File: config.mk
export PLATFORM = sky130hd
export DESIGN_NAME = ahb_dma_ctrl_regs_flat
export DESIGN_NICKNAME = d
export VERILOG_FILES = /design/src/rtl/ahb_dma_ctrl_regs_if.sv /design/src/rtl/ahb_dma_ctrl_regs.sv /design/src/flat_wrapper.sv
export SDC_FILE = /design/constraint.sdc
export NUM_CORES = 1
export LEC_CHECK = 0
export ABC_AREA = 1
export BUFFER_PORTS_ARGS = -buffer_cell sky130_fd_sc_hd__buf_2
export CORE_MARGIN = 4
export CORE_UTILIZATION = 30
export DETAILED_ROUTE_END_ITERATION = 16
export PLACE_DENSITY = 0.52
export SLEW_MARGIN = 20
export SYNTH_ARGS = -nofsm -noshare
export SYNTH_HDL_FRONTEND = slang
export SYNTH_SLANG_ARGS = --single-unit
export TNS_END_PERCENT = 5
File: constraint.sdc
create_clock -name hclk -period 2.7 [get_ports hclk]
set_clock_uncertainty 0.15 [all_clocks]
set_input_delay 0.27 -clock hclk [delete_from_list [all_inputs] [get_ports hclk]]
set_output_delay 0.27 -clock hclk [all_outputs]
set_load 0.005 [all_outputs]
File: src/rtl/ahb_dma_ctrl_regs_if.sv
`default_nettype none
// ============================================================================
// Module   : ahb_dma_ctrl_regs_if
// Purpose  : AHB-Lite slave-side bus bundle for the DMA/NPU channel register
//            file. The master modport drives the address/data phase signals
//            and the slave modport returns read data, ready and response.
// Ports    : hsel, hwrite, hready_in, htrans[1:0], hsize[2:0],
//            haddr[ADDR_W-1:0], hwdata[31:0]     (master -> slave)
//            hrdata[31:0], hready_out, hresp[1:0] (slave -> master)
// Revision : 1.0 - initial release
// ============================================================================
interface ahb_dma_ctrl_regs_if #(
  parameter int ADDR_W = 12
);
  logic              hsel;
  logic              hwrite;
  logic              hready_in;
  logic [1:0]        htrans;
  logic [2:0]        hsize;
  logic [ADDR_W-1:0] haddr;
  logic [31:0]       hwdata;
  logic [31:0]       hrdata;
  logic              hready_out;
  logic [1:0]        hresp;

  modport master (
    output hsel, hwrite, hready_in, htrans, hsize, haddr, hwdata,
    input  hrdata, hready_out, hresp
  );

  modport slave (
    input  hsel, hwrite, hready_in, htrans, hsize, haddr, hwdata,
    output hrdata, hready_out, hresp
  );
endinterface
`default_nettype wire

File: src/rtl/ahb_dma_ctrl_regs.sv
`default_nettype none
// ============================================================================
// Module   : ahb_dma_ctrl_regs
// Purpose  : AHB-Lite register file controlling NUM_CH DMA/NPU channels.
//            Each channel has CTRL/SRC/DST/BLK/STAT/IE registers, an
//            IDLE/BUSY state machine with registered start/stop pulses,
//            automatic source/destination address advance, sticky W1C done
//            status and a combined level interrupt. Illegal accesses get a
//            two-cycle ERROR response when ERR_EN = 1.
// Ports    : hclk, hreset (async, active-low)
//            bus          - ahb_dma_ctrl_regs_if.slave
//            ch_start     - [NUM_CH]        start pulse per channel
//            ch_stop      - [NUM_CH]        abort pulse per channel
//            ch_src/dst   - [32*NUM_CH]     current addresses
//            ch_blk       - [BLK_W*NUM_CH]  block size in words
//            ch_rd_update, ch_wr_update, ch_done - [NUM_CH] datapath pulses
//            irq          - combined interrupt (level)
// Revision : 1.0 - initial release
// ============================================================================
module ahb_dma_ctrl_regs #(
  parameter int NUM_CH = 2,
  parameter int ADDR_W = 12,
  parameter int BLK_W  = 5,
  parameter int ERR_EN = 1
) (
  input  wire logic                    hclk,
  input  wire logic                    hreset,
  ahb_dma_ctrl_regs_if.slave           bus,
  output logic [NUM_CH-1:0]            ch_start,
  output logic [NUM_CH-1:0]            ch_stop,
  output logic [32*NUM_CH-1:0]         ch_src,
  output logic [32*NUM_CH-1:0]         ch_dst,
  output logic [BLK_W*NUM_CH-1:0]      ch_blk,
  input  wire logic [NUM_CH-1:0]       ch_rd_update,
  input  wire logic [NUM_CH-1:0]       ch_wr_update,
  input  wire logic [NUM_CH-1:0]       ch_done,
  output logic                         irq
);

  localparam logic [2:0]  c_size_word = 3'b010;
  localparam logic [31:0] c_version   = 32'h0002_0000 | 32'(NUM_CH);
  localparam logic        c_err_en    = (ERR_EN != 0);

  typedef enum logic [0:0] {
    ST_IDLE = 1'b0,
    ST_BUSY = 1'b1
  } ch_state_t;

  // --------------------------------------------------------------------------
  // Address phase decode
  // --------------------------------------------------------------------------
  logic       w_accept;
  logic       w_legal;
  logic       w_glob;
  logic [2:0] w_ch;
  logic [2:0] w_off;
  logic       w_unused_ok;

  assign w_accept    = bus.hsel & bus.htrans[1] & bus.hready_in & bus.hready_out;
  assign w_glob      = bus.haddr[8];
  assign w_ch        = bus.haddr[7:5];
  assign w_off       = bus.haddr[4:2];
  assign w_unused_ok = bus.htrans[0];

  always_comb begin
    w_legal = 1'b0;
    if ((bus.hsize == c_size_word) && (bus.haddr[1:0] == 2'b00) &&
        (bus.haddr[ADDR_W-1:9] == '0)) begin
      if (w_glob) begin
        // Only 0x100 (IRQ_STAT) and 0x104 (VERSION) exist in the global page.
        w_legal = (bus.haddr[7:3] == 5'b0);
      end else begin
        w_legal = (int'(w_ch) < NUM_CH) && (w_off <= 3'd5);
      end
    end
  end

  // --------------------------------------------------------------------------
  // Data phase bookkeeping and error response
  // --------------------------------------------------------------------------
  logic       r_dphase;
  logic       r_write;
  logic       r_legal;
  logic       r_glob;
  logic [2:0] r_ch;
  logic [2:0] r_off;
  logic       r_err1;
  logic       r_err2;

  always_ff @(posedge hclk or negedge hreset) begin
    if (!hreset) begin
      r_dphase <= 1'b0;
      r_write  <= 1'b0;
      r_legal  <= 1'b0;
      r_glob   <= 1'b0;
      r_ch     <= 3'd0;
      r_off    <= 3'd0;
      r_err1   <= 1'b0;
      r_err2   <= 1'b0;
    end else begin
      r_dphase <= w_accept;
      r_err1   <= w_accept & ~w_legal & c_err_en;
      r_err2   <= r_err1;
      if (w_accept) begin
        r_write <= bus.hwrite;
        r_legal <= w_legal;
        r_glob  <= w_glob;
        r_ch    <= w_ch;
        r_off   <= w_off;
      end
    end
  end

  // The first ERROR cycle stalls the bus; the second completes it.
  assign bus.hready_out = ~r_err1;
  assign bus.hresp      = {1'b0, r_err1 | r_err2};

  logic w_wr;
  logic w_rd;
  assign w_wr = r_dphase & r_write & r_legal & ~r_glob;
  assign w_rd = r_dphase & ~r_write & r_legal;

  // --------------------------------------------------------------------------
  // Per-channel registers and state machines
  // --------------------------------------------------------------------------
  logic [NUM_CH-1:0]    w_done;
  logic [NUM_CH-1:0]    w_ie;
  logic [32*NUM_CH-1:0] w_rdata_flat;

  for (genvar g = 0; g < NUM_CH; g++) begin : g_ch
    ch_state_t      r_state;
    ch_state_t      w_state_nxt;
    logic           r_start;
    logic           r_stop;
    logic           w_start_nxt;
    logic           w_stop_nxt;
    logic [31:0]    r_src;
    logic [31:0]    r_dst;
    logic [BLK_W-1:0] r_blk;
    logic           r_stride;
    logic           r_done;
    logic           r_ie;
    logic           w_sel;
    logic           w_wr_ctrl;
    logic           w_wr_src;
    logic           w_wr_dst;
    logic           w_wr_blk;
    logic           w_wr_stat;
    logic           w_wr_ie;
    logic           w_start_req;
    logic           w_stop_req;
    logic [31:0]    w_rdata;

    assign w_sel       = w_wr && (r_ch == 3'(g));
    assign w_wr_ctrl   = w_sel && (r_off == 3'd0);
    assign w_wr_src    = w_sel && (r_off == 3'd1);
    assign w_wr_dst    = w_sel && (r_off == 3'd2);
    assign w_wr_blk    = w_sel && (r_off == 3'd3);
    assign w_wr_stat   = w_sel && (r_off == 3'd4);
    assign w_wr_ie     = w_sel && (r_off == 3'd5);
    assign w_start_req = w_wr_ctrl & bus.hwdata[0];
    assign w_stop_req  = w_wr_ctrl & bus.hwdata[1];

    // STOP is checked first so a combined START|STOP write only aborts.
    always_comb begin
      w_state_nxt = r_state;
      w_start_nxt = 1'b0;
      w_stop_nxt  = 1'b0;
      case (r_state)
        ST_IDLE: begin
          if (w_stop_req) begin
            w_stop_nxt = 1'b1;
          end else if (w_start_req) begin
            w_start_nxt = 1'b1;
            w_state_nxt = ST_BUSY;
          end
        end
        ST_BUSY: begin
          if (w_stop_req) begin
            w_stop_nxt  = 1'b1;
            w_state_nxt = ST_IDLE;
          end else if (ch_done[g]) begin
            w_state_nxt = ST_IDLE;
          end
        end
        default: w_state_nxt = ST_IDLE;
      endcase
    end

    always_ff @(posedge hclk or negedge hreset) begin
      if (!hreset) begin
        r_state <= ST_IDLE;
        r_start <= 1'b0;
        r_stop  <= 1'b0;
      end else begin
        r_state <= w_state_nxt;
        r_start <= w_start_nxt;
        r_stop  <= w_stop_nxt;
      end
    end

    // Bus writes to SRC/DST take precedence over same-cycle update pulses;
    // a done pulse beats a same-cycle W1C so completion is never lost.
    always_ff @(posedge hclk or negedge hreset) begin
      if (!hreset) begin
        r_src    <= 32'd0;
        r_dst    <= 32'd0;
        r_blk    <= '0;
        r_stride <= 1'b0;
        r_done   <= 1'b0;
        r_ie     <= 1'b1;
      end else begin
        if (w_wr_src) begin
          r_src <= bus.hwdata;
        end else if (ch_rd_update[g]) begin
          r_src <= r_src + (32'(r_blk) << 2);
        end
        if (w_wr_dst) begin
          r_dst <= bus.hwdata;
        end else if (ch_wr_update[g]) begin
          r_dst <= r_dst + (r_stride ? 32'd32 : 32'd4);
        end
        if (w_wr_blk) begin
          r_blk <= bus.hwdata[BLK_W-1:0];
        end
        if (w_wr_ctrl) begin
          r_stride <= bus.hwdata[3];
        end
        r_done <= ch_done[g] | (r_done & ~(w_wr_stat & bus.hwdata[0]));
        if (w_wr_ie) begin
          r_ie <= bus.hwdata[0];
        end
      end
    end

    always_comb begin
      w_rdata = 32'd0;
      case (r_off)
        3'd0:    w_rdata = {28'd0, r_stride, (r_state == ST_BUSY), 2'b00};
        3'd1:    w_rdata = r_src;
        3'd2:    w_rdata = r_dst;
        3'd3:    w_rdata = 32'(r_blk);
        3'd4:    w_rdata = {31'd0, r_done};
        3'd5:    w_rdata = {31'd0, r_ie};
        default: w_rdata = 32'd0;
      endcase
    end

    assign w_rdata_flat[32*g +: 32]   = w_rdata;
    assign w_done[g]                  = r_done;
    assign w_ie[g]                    = r_ie;
    assign ch_start[g]                = r_start;
    assign ch_stop[g]                 = r_stop;
    assign ch_src[32*g +: 32]         = r_src;
    assign ch_dst[32*g +: 32]         = r_dst;
    assign ch_blk[BLK_W*g +: BLK_W]   = r_blk;
  end

  // --------------------------------------------------------------------------
  // Read data: only driven during a legal read data phase, else zero.
  // --------------------------------------------------------------------------
  always_comb begin
    bus.hrdata = 32'd0;
    if (w_rd) begin
      if (r_glob) begin
        bus.hrdata = r_off[0] ? c_version : 32'(w_done & w_ie);
      end else begin
        for (int c = 0; c < NUM_CH; c++) begin
          if (r_ch == 3'(c)) begin
            bus.hrdata = w_rdata_flat[32*c +: 32];
          end
        end
      end
    end
  end

  assign irq = |(w_done & w_ie);

endmodule
`default_nettype wire

File: src/flat_wrapper.sv
// flat-port wrapper written by rule: the top's interface ports become plain ports
module ahb_dma_ctrl_regs_flat 
#(
  parameter int NUM_CH = 2,
  parameter int ADDR_W = 12,
  parameter int BLK_W  = 5,
  parameter int ERR_EN = 1
)
  (hclk, hreset, ch_start, ch_stop, ch_src, ch_dst, ch_blk, ch_rd_update, ch_wr_update, ch_done, irq, bus_hsel, bus_hwrite, bus_hready_in, bus_htrans, bus_hsize, bus_haddr, bus_hwdata, bus_hrdata, bus_hready_out, bus_hresp);
  ahb_dma_ctrl_regs_if #(.ADDR_W(ADDR_W)) bus_i ();
  input  wire logic hclk;
  input  wire logic hreset;
  output logic [NUM_CH-1:0] ch_start;
  output logic [NUM_CH-1:0] ch_stop;
  output logic [32*NUM_CH-1:0] ch_src;
  output logic [32*NUM_CH-1:0] ch_dst;
  output logic [BLK_W*NUM_CH-1:0] ch_blk;
  input  wire logic [NUM_CH-1:0] ch_rd_update;
  input  wire logic [NUM_CH-1:0] ch_wr_update;
  input  wire logic [NUM_CH-1:0] ch_done;
  output logic irq;
  input wire logic [$bits(bus_i.hsel)-1:0] bus_hsel;
  input wire logic [$bits(bus_i.hwrite)-1:0] bus_hwrite;
  input wire logic [$bits(bus_i.hready_in)-1:0] bus_hready_in;
  input wire logic [$bits(bus_i.htrans)-1:0] bus_htrans;
  input wire logic [$bits(bus_i.hsize)-1:0] bus_hsize;
  input wire logic [$bits(bus_i.haddr)-1:0] bus_haddr;
  input wire logic [$bits(bus_i.hwdata)-1:0] bus_hwdata;
  output wire logic [$bits(bus_i.hrdata)-1:0] bus_hrdata;
  output wire logic [$bits(bus_i.hready_out)-1:0] bus_hready_out;
  output wire logic [$bits(bus_i.hresp)-1:0] bus_hresp;
  assign bus_i.hsel = bus_hsel;
  assign bus_i.hwrite = bus_hwrite;
  assign bus_i.hready_in = bus_hready_in;
  assign bus_i.htrans = bus_htrans;
  assign bus_i.hsize = bus_hsize;
  assign bus_i.haddr = bus_haddr;
  assign bus_i.hwdata = bus_hwdata;
  assign bus_hrdata = bus_i.hrdata;
  assign bus_hready_out = bus_i.hready_out;
  assign bus_hresp = bus_i.hresp;
  ahb_dma_ctrl_regs #(.NUM_CH(NUM_CH), .ADDR_W(ADDR_W), .BLK_W(BLK_W), .ERR_EN(ERR_EN)) u_core (.hclk(hclk), .hreset(hreset), .bus(bus_i), .ch_start(ch_start), .ch_stop(ch_stop), .ch_src(ch_src), .ch_dst(ch_dst), .ch_blk(ch_blk), .ch_rd_update(ch_rd_update), .ch_wr_update(ch_wr_update), .ch_done(ch_done), .irq(irq));
endmodule
==> results of run 1 <==
metal layers:
metal / vias up / track usage (%) / wire [um]
li1: 6420 / - / -
met3: 71 / 4.76 / 3940
met2: 512 / 38.7 / 24200
met4: 2 / 7.37 / 1510
met1: 6244 / 32.8 / 22600
met5: - / 0 / 13
worst max-delay path: stages (launching register included):
cell and delay, ns:
dfrtp_1 0.40, inv_4 0.11, nand3_2 0.21, inv_2 0.34
nand2_1 0.08, o21ai_0 0.08, nand2_1 0.07, a21oi_1 0.34
buf_2 0.19
report_power, final:
part	internal, W	total (W)	switching [W]
registers	0.00284	0.00349	0.000648
logic	0.00123	0.00340	0.00218
clock network	0.00136	0.00248	0.00112
total	0.00543	0.00937	0.00394
synth_stat cells, types with 5 or more instances:
master and instances:
nand2_4 5, nor3_1 37, nand3_1 171, clkbuf_1 10
o211ai_1 16, o21bai_1 11, nand2_1 604, inv_1 248
dfrtp_1 160, nand4_1 35, buf_6 8, buf_2 30
buf_4 11, nand2_2 5, inv_2 15, o21ai_0 85
o221ai_1 12, o22ai_1 86, o21ai_1 6, nor2_1 118
ha_1 16, a21oi_1 46, xor2_1 33
timing repair:
item | 4_1_cts | 5_1_grt
gates resized for setup | 4 | 8
hold buffers | 35 | 0
pin swaps | 0 | 1
setup buffers | 0 | 4
endpoints found under the setup margin | 5 | 17
hold endpoints to repair | 87 | 0
flip-flops by register name, summed over array words and instances (netlist names), 3 cells and up:
register           flops
u_core.g_ch.r_blk     10
u_core.g_ch.r_dst     64
u_core.g_ch.r_src     64
u_core.r_ch            3
u_core.r_off           3
through the flow:
| stage | hold slack [ns] | cell area, sq um | power [W] |
|---|---|---|---|
| floorplan | -0.176 | 11900 | 0.00533 |
| global placement | 0.0746 | 13600 | 0.00682 |
| detailed placement | 0.0724 | 13600 | 0.00686 |
| CTS | 0.0000404 | 14500 | 0.00942 |
| global route | 0.0118 | 14600 | 0.00999 |
| finish | 0.00541 | 14600 | 0.00937 |
cell type report:
| cell class | count | area share, % |
|---|---|---|
| Multi-Input combinational cell | 1324 | 44.4 |
| Sequential cell | 162 | 27.8 |
| Timing Repair Buffer | 298 | 12.5 |
| Inverter | 267 | 6.89 |
| Tap cell | 518 | 4.44 |
| Clock buffer | 20 | 2.99 |
| Clock inverter | 12 | 0.935 |
worst max path at each step:
stage / to / from / slack [ns]
6_report: bus_hrdata[18] / u_core.r_off[2] / -0.008
5_1_grt: bus_hrdata[17] / u_core.r_off[2] / -0.08
4_1_cts: bus_hrdata[9] / u_core.r_off[1] / -0.02
3_5_place_dp: u_core.g_ch[1].r_dst[22] / u_core.r_off[2] / 0.28
3_3_place_gp: u_core.g_ch[1].r_dst[22] / u_core.r_off[2] / 0.32
2_1_floorplan: u_core.g_ch[1].r_src[14] / u_core.g_ch[1].r_src[2] / 0.65
kinds of logic (layout without fill, tap and decap cells):
logic type	Yosys count	in the layout	share of synthesized area [%]
flops	162	162	34.2
compound gates	274	274	13.7
other cells	1	1	0.0316
buf+inv	329	597	11.6
simple gates	996	996	35.9
xor+xnor	35	35	2.58
fa+ha+maj	18	18	2.02
==> summary.txt, run 1 <==
Clock tree
  • Clk pin slew, worst setup/hold paths: 0.07 ns
  • CTS Buffer Depth: 2
  • Sink Count: 162
  • Worst-Skew Late Latency: 0.46 ns
  • Total CTS buffers: 17
  • Clock root cell: clkbuf_16
  • CTS tree: done
  • H-tree levels: 4

Layout
  • Number of inserted diodes: 0
  • Final layout net count: 2148
  • Share of cells above drive strength 1: 16.7%
  • Area delta synth->final: 22.9%
  • Commonest non-fill, non-tap cell in the layout: nand2_1
  • Final core utilization: 37.5%
  • Multi-input logic area: 0.00648 sq mm
  • Post-Layout Cell Count: 2601
  • Register Area: 0.00406 sq mm
  • Commonest non-fill, non-tap cells in the layout: nand2_1, inv_1, buf_2, nand3_1, dfrtp_1
  • Layout filler cell count: 4320

Placement
  • Port buffer count: 235
  • Routability cong.: 0.937
  • Dpl ws: 0.282 ns
  • DP Cell Count: 2530
  • HPWL Detailed: 41200 um

Routing
  • Vias: 13200
  • Post-DRT Antenna Nets: 0
  • Drt total wl: 52200 um
  • First-pass DRT Iterations: 6
  • DRC viols: 0
  • 1st-iter DRT viols: 1056
  • DR WL/cell: 20.1 um
  • Routed vias/inst: 5.09

Synthesis
  • Ranking of synthesized cells by area: dfrtp_1, nand2_1, inv_1, nand3_1, o22ai_1
  • Post-synth top area cell: dfrtp_1
  • Synth top area share: 33.7%
  • Async set-reset flop share out of synthesis: 100%
  • Post-Syn Area: 0.0119 sq mm
  • Syn_area_per_cell: 6.54 sq um
  • Number of synthesized register bits: 162
  • Synth cell types: 49
  • Syn Inst Count: 1815
  • Syn. warnings: 0
  • Syn_nets: 1893
  • Ys flop type: dfrtp_1
  • Sequential share of the synthesized area: 34.2%
  • Post-synth EDFFs: 0

STA
  • Final min period: 2.71 ns
  • Final setup vio count: 1
  • Fin Setup TNS: -0.00849 ns
  • Fmax: 0.369 GHz
  • Final count of hold timing violations: 0
  • Setup ws final: -0.00849 ns
  • Final Cycle Share: 100%
  • Final Max Tran Viols: 0
  • Worst rel slew slack: 51.8%
  • Worst Tran Pin Value: 0.717 ns
  • Unrepaired setup endpoints after global routing: yes

Hold path
  • Worst hold endpoint: u_core.g_ch[1].r_dst[6]
  • Hold path depth: 3
  • Path type of the worst min-delay path: input port to flop
  • Hold_sp: bus_hwdata[6]

Global routing
  • Gr usage total: 24.1%
  • Number of global-route vias before repair: 12700
  • Initial antenna violation count: 1
  • First-pass GRT wire length: 77900 um
  • Largest net degree at the start of global routing: 62
  • GRT overflow: 0

Worst setup path
  • Crit path required time: 2.28 ns
  • CP arrival: 2.29 ns
  • Reg2reg start: u_core.r_off[2]
  • Reg2Reg Depth: 8
  • Flop-to-flop setup slack: 0.24 ns
  • Critical path class: flop to output port
  • Startpoint types: flop
  • Worst Setup End Kind: output port
  • Crit Path Max Fanout: 13
  • Worst r2r dst: u_core.g_ch[1].r_dst[22]

Run
  • Max cap viols: 0

Pwr
  • Power Density: 643 mW/mm^2
  • LEAKAGE: 7.22 nW
  • Worst vdd rail ir drop: 0.470 mV

Die
  • Std cell rows: 72
  • Num ports: 238
  • Die height: 207 um
  • Core area: 0.0389 sq mm
  • Die footprint: 0.0428 sq mm
  • Die width: 207 um
  • Starting Density: 30.5%

Status
  • Violated checks: negative setup slack
  • Outcome: complete, but fails checks
Note: power is estimated with default switching activity, not from simulation.
==> run 2: changes to the inputs <==
Clock period 2.7 ns to 2.6 ns, I/O delays scaled along.
==> run 2 against run 1 <==
The run now ends clean. Register-to-register slack about the same. Combinational power is 4% higher. Largest cell class unchanged. Largest power group unchanged. Hold slack improved by 0.014 ns. Wire length rose by 0.25%. Non-clock buffer count up 9.
==> summary.txt, run 2 (same netlist as run 1, synthesis figures left out) <==
Global routing
  • Initial antenna violation count: 2
  • Largest net degree at the start of global routing: 57
  • Gr usage total: 24.1%
  • Number of global-route vias before repair: 12600
  • GRT overflow: 0
  • First-pass GRT wire length: 77800 um

Worst setup path
  • Reg2Reg Depth: 12
  • CP arrival: 2.12 ns
  • Startpoint types: flop
  • Crit Path Max Fanout: 15
  • Crit path required time: 2.19 ns
  • Critical path class: flop to output port
  • Worst Setup End Kind: output port

Layout
  • Top flop regs: u_core.g_ch.r_dst: 64 flops, u_core.g_ch.r_src: 64 flops, u_core.g_ch.r_blk: 10 flops
  • Layout filler cell count: 4393
  • Number of inserted diodes: 0
  • Commonest non-fill, non-tap cell in the layout: nand2_1
  • Area delta synth->final: 24.3%
  • Share of cells above drive strength 1: 17.4%
  • Final core utilization: 37.9%
  • Post-Layout Cell Count: 2610
  • Commonest non-fill, non-tap cells in the layout: nand2_1, inv_1, buf_2, nand3_1, dfrtp_1
  • Final layout net count: 2157

Die
  • Die height: 207 um
  • Core area: 0.0389 sq mm
  • Die width: 207 um
  • Starting Density: 30.5%
  • Die footprint: 0.0428 sq mm
  • Std cell rows: 72
  • Num ports: 238

Hold path
  • Hold path depth: 5
  • Path type of the worst min-delay path: input port to flop

Pwr
  • LEAKAGE: 7.28 nW
  • Logic pwr share: 36.0%
  • Cell-internal power: 0.00574 W
  • Power, Total: 0.00986 W
  • Flop pwr share: 36.7%
  • Worst vdd rail ir drop: 0.501 mV
  • Power Density: 669 mW/mm^2
  • Net Sw Power: 0.00412 W
  • Clock share of power: 27.3%
  • Switching Share: 41.8%

STA
  • Unrepaired setup endpoints after global routing: yes
  • Hold slack: 0.0190 ns
  • Worst Tran Pin Value: 0.736 ns
  • Worst rel slew slack: 50.5%
  • Final Max Tran Viols: 0
  • Final Cycle Share: 97.5%
  • Final min period: 2.53 ns
  • Final setup vio count: 0
  • Final count of hold timing violations: 0
  • Fmax: 0.395 GHz

Run
  • Max cap viols: 0

Clock tree
  • Sink Count: 162
  • Clock root cell: clkbuf_16
  • H-tree levels: 4
  • Clk pin slew, worst setup/hold paths: 0.06 ns
  • CTS tree: done
  • Total CTS buffers: 17
  • Worst-Skew Late Latency: 0.45 ns
  • CTS Buffer Depth: 2

Routing
  • Vias: 13300
  • 1st-iter DRT viols: 1060
  • Post-DRT Antenna Nets: 0
  • First-pass DRT Iterations: 8
  • DR WL/cell: 20.1 um
  • Drt total wl: 52400 um
  • Routed vias/inst: 5.10
  • DRC viols: 0

Status
  • Outcome: completed

Placement
  • Routability cong.: 0.938
  • DP Cell Count: 2534
  • HPWL Detailed: 41300 um
  • Port buffer count: 235
## run 2: changes by cell type in the layout (fill, tap and decap cells not counted), moves of 2 or more
cell	previous run	this run
inv_2	15	13
o22ai_2	1	5
dlygate4sd3_1	35	40
a21oi_1	37	33
a21oi_2	9	13
buf_4	20	25
inv_4	1	3
o22ai_1	86	82
## run 2: stage by stage
step	area (sq um)	TNS, ns	setup slack, ns
after floorplan	11900	0	0.553
after global placement	13600	0	0.252
after detailed placement	13600	0	0.233
after CTS	14600	-0.0763	-0.0292
after global routing	14700	-0.290	-0.0872
final	14700	0	0.0652
## run 2: cell type report
cell class / instances / area [sq um] / area share (%)
Sequential cell: 162 / 4060 / 27.5
Timing Repair Buffer: 307 / 1900 / 12.9
Clock buffer: 19 / 433 / 2.94
Multi-Input combinational cell: 1324 / 6540 / 44.3
Tap cell: 518 / 648 / 4.39
Inverter: 267 / 1010 / 6.85
Clock inverter: 13 / 163 / 1.10
## run 2: power groups by stage
stage	combinational, W	clock [W]	sequential (W)
2_1_floorplan	0.00206	0	0.00348
4_1_cts	0.00351	0.00274	0.00363
6_report	0.00355	0.00269	0.00362
5_1_grt	0.00397	0.00282	0.00370
3_5_place_dp	0.00344	0	0.00367
3_3_place_gp	0.00341	0	0.00366
## run 2: worst paths after layout
kind / from / end / slack (ns)
max reg2reg: u_core.g_ch[1].r_src[2] / u_core.g_ch[1].r_src[20] / 0.25
max in group asynchronous: hreset / u_core.g_ch[0].r_dst[25] / 1.48
min: bus_haddr[11] / u_core.r_err1 / 0.02
min in group asynchronous: hreset / u_core.r_err2 / 0.10
min reg2reg: u_core.r_err1 / u_core.r_err2 / 0.25
max: u_core.r_off[1] / bus_hrdata[6] / 0.07
## run 2: routing by layer
| layer | track usage (%) | routed length [um] | vias up |
|---|---|---|---|
| met2 | 37.7 | 23300 | 512 |
| li1 | - | - | 6443 |
| met1 | 33.1 | 23000 | 6261 |
| met3 | 4.76 | 4000 | 91 |
| met4 | 9.35 | 2070 | 2 |
| met5 | 0 | 13 | - |
## run 2: worst max-delay path: stages (launching register included)
cell	delay (ns)
dfrtp_2	0.48
inv_4	0.11
nand2_2	0.09
nor2_8	0.27
nand2_1	0.10
o21ai_0	0.12
nand2_1	0.08
a21oi_1	0.26
buf_2	0.17
## run 2: timing repair
item,in CTS,in global routing
hold endpoints to repair,217,0
pin swaps,0,2
gates resized for setup,9,20
hold buffers,40,0
setup buffers,0,4
endpoints found under the setup margin,18,22
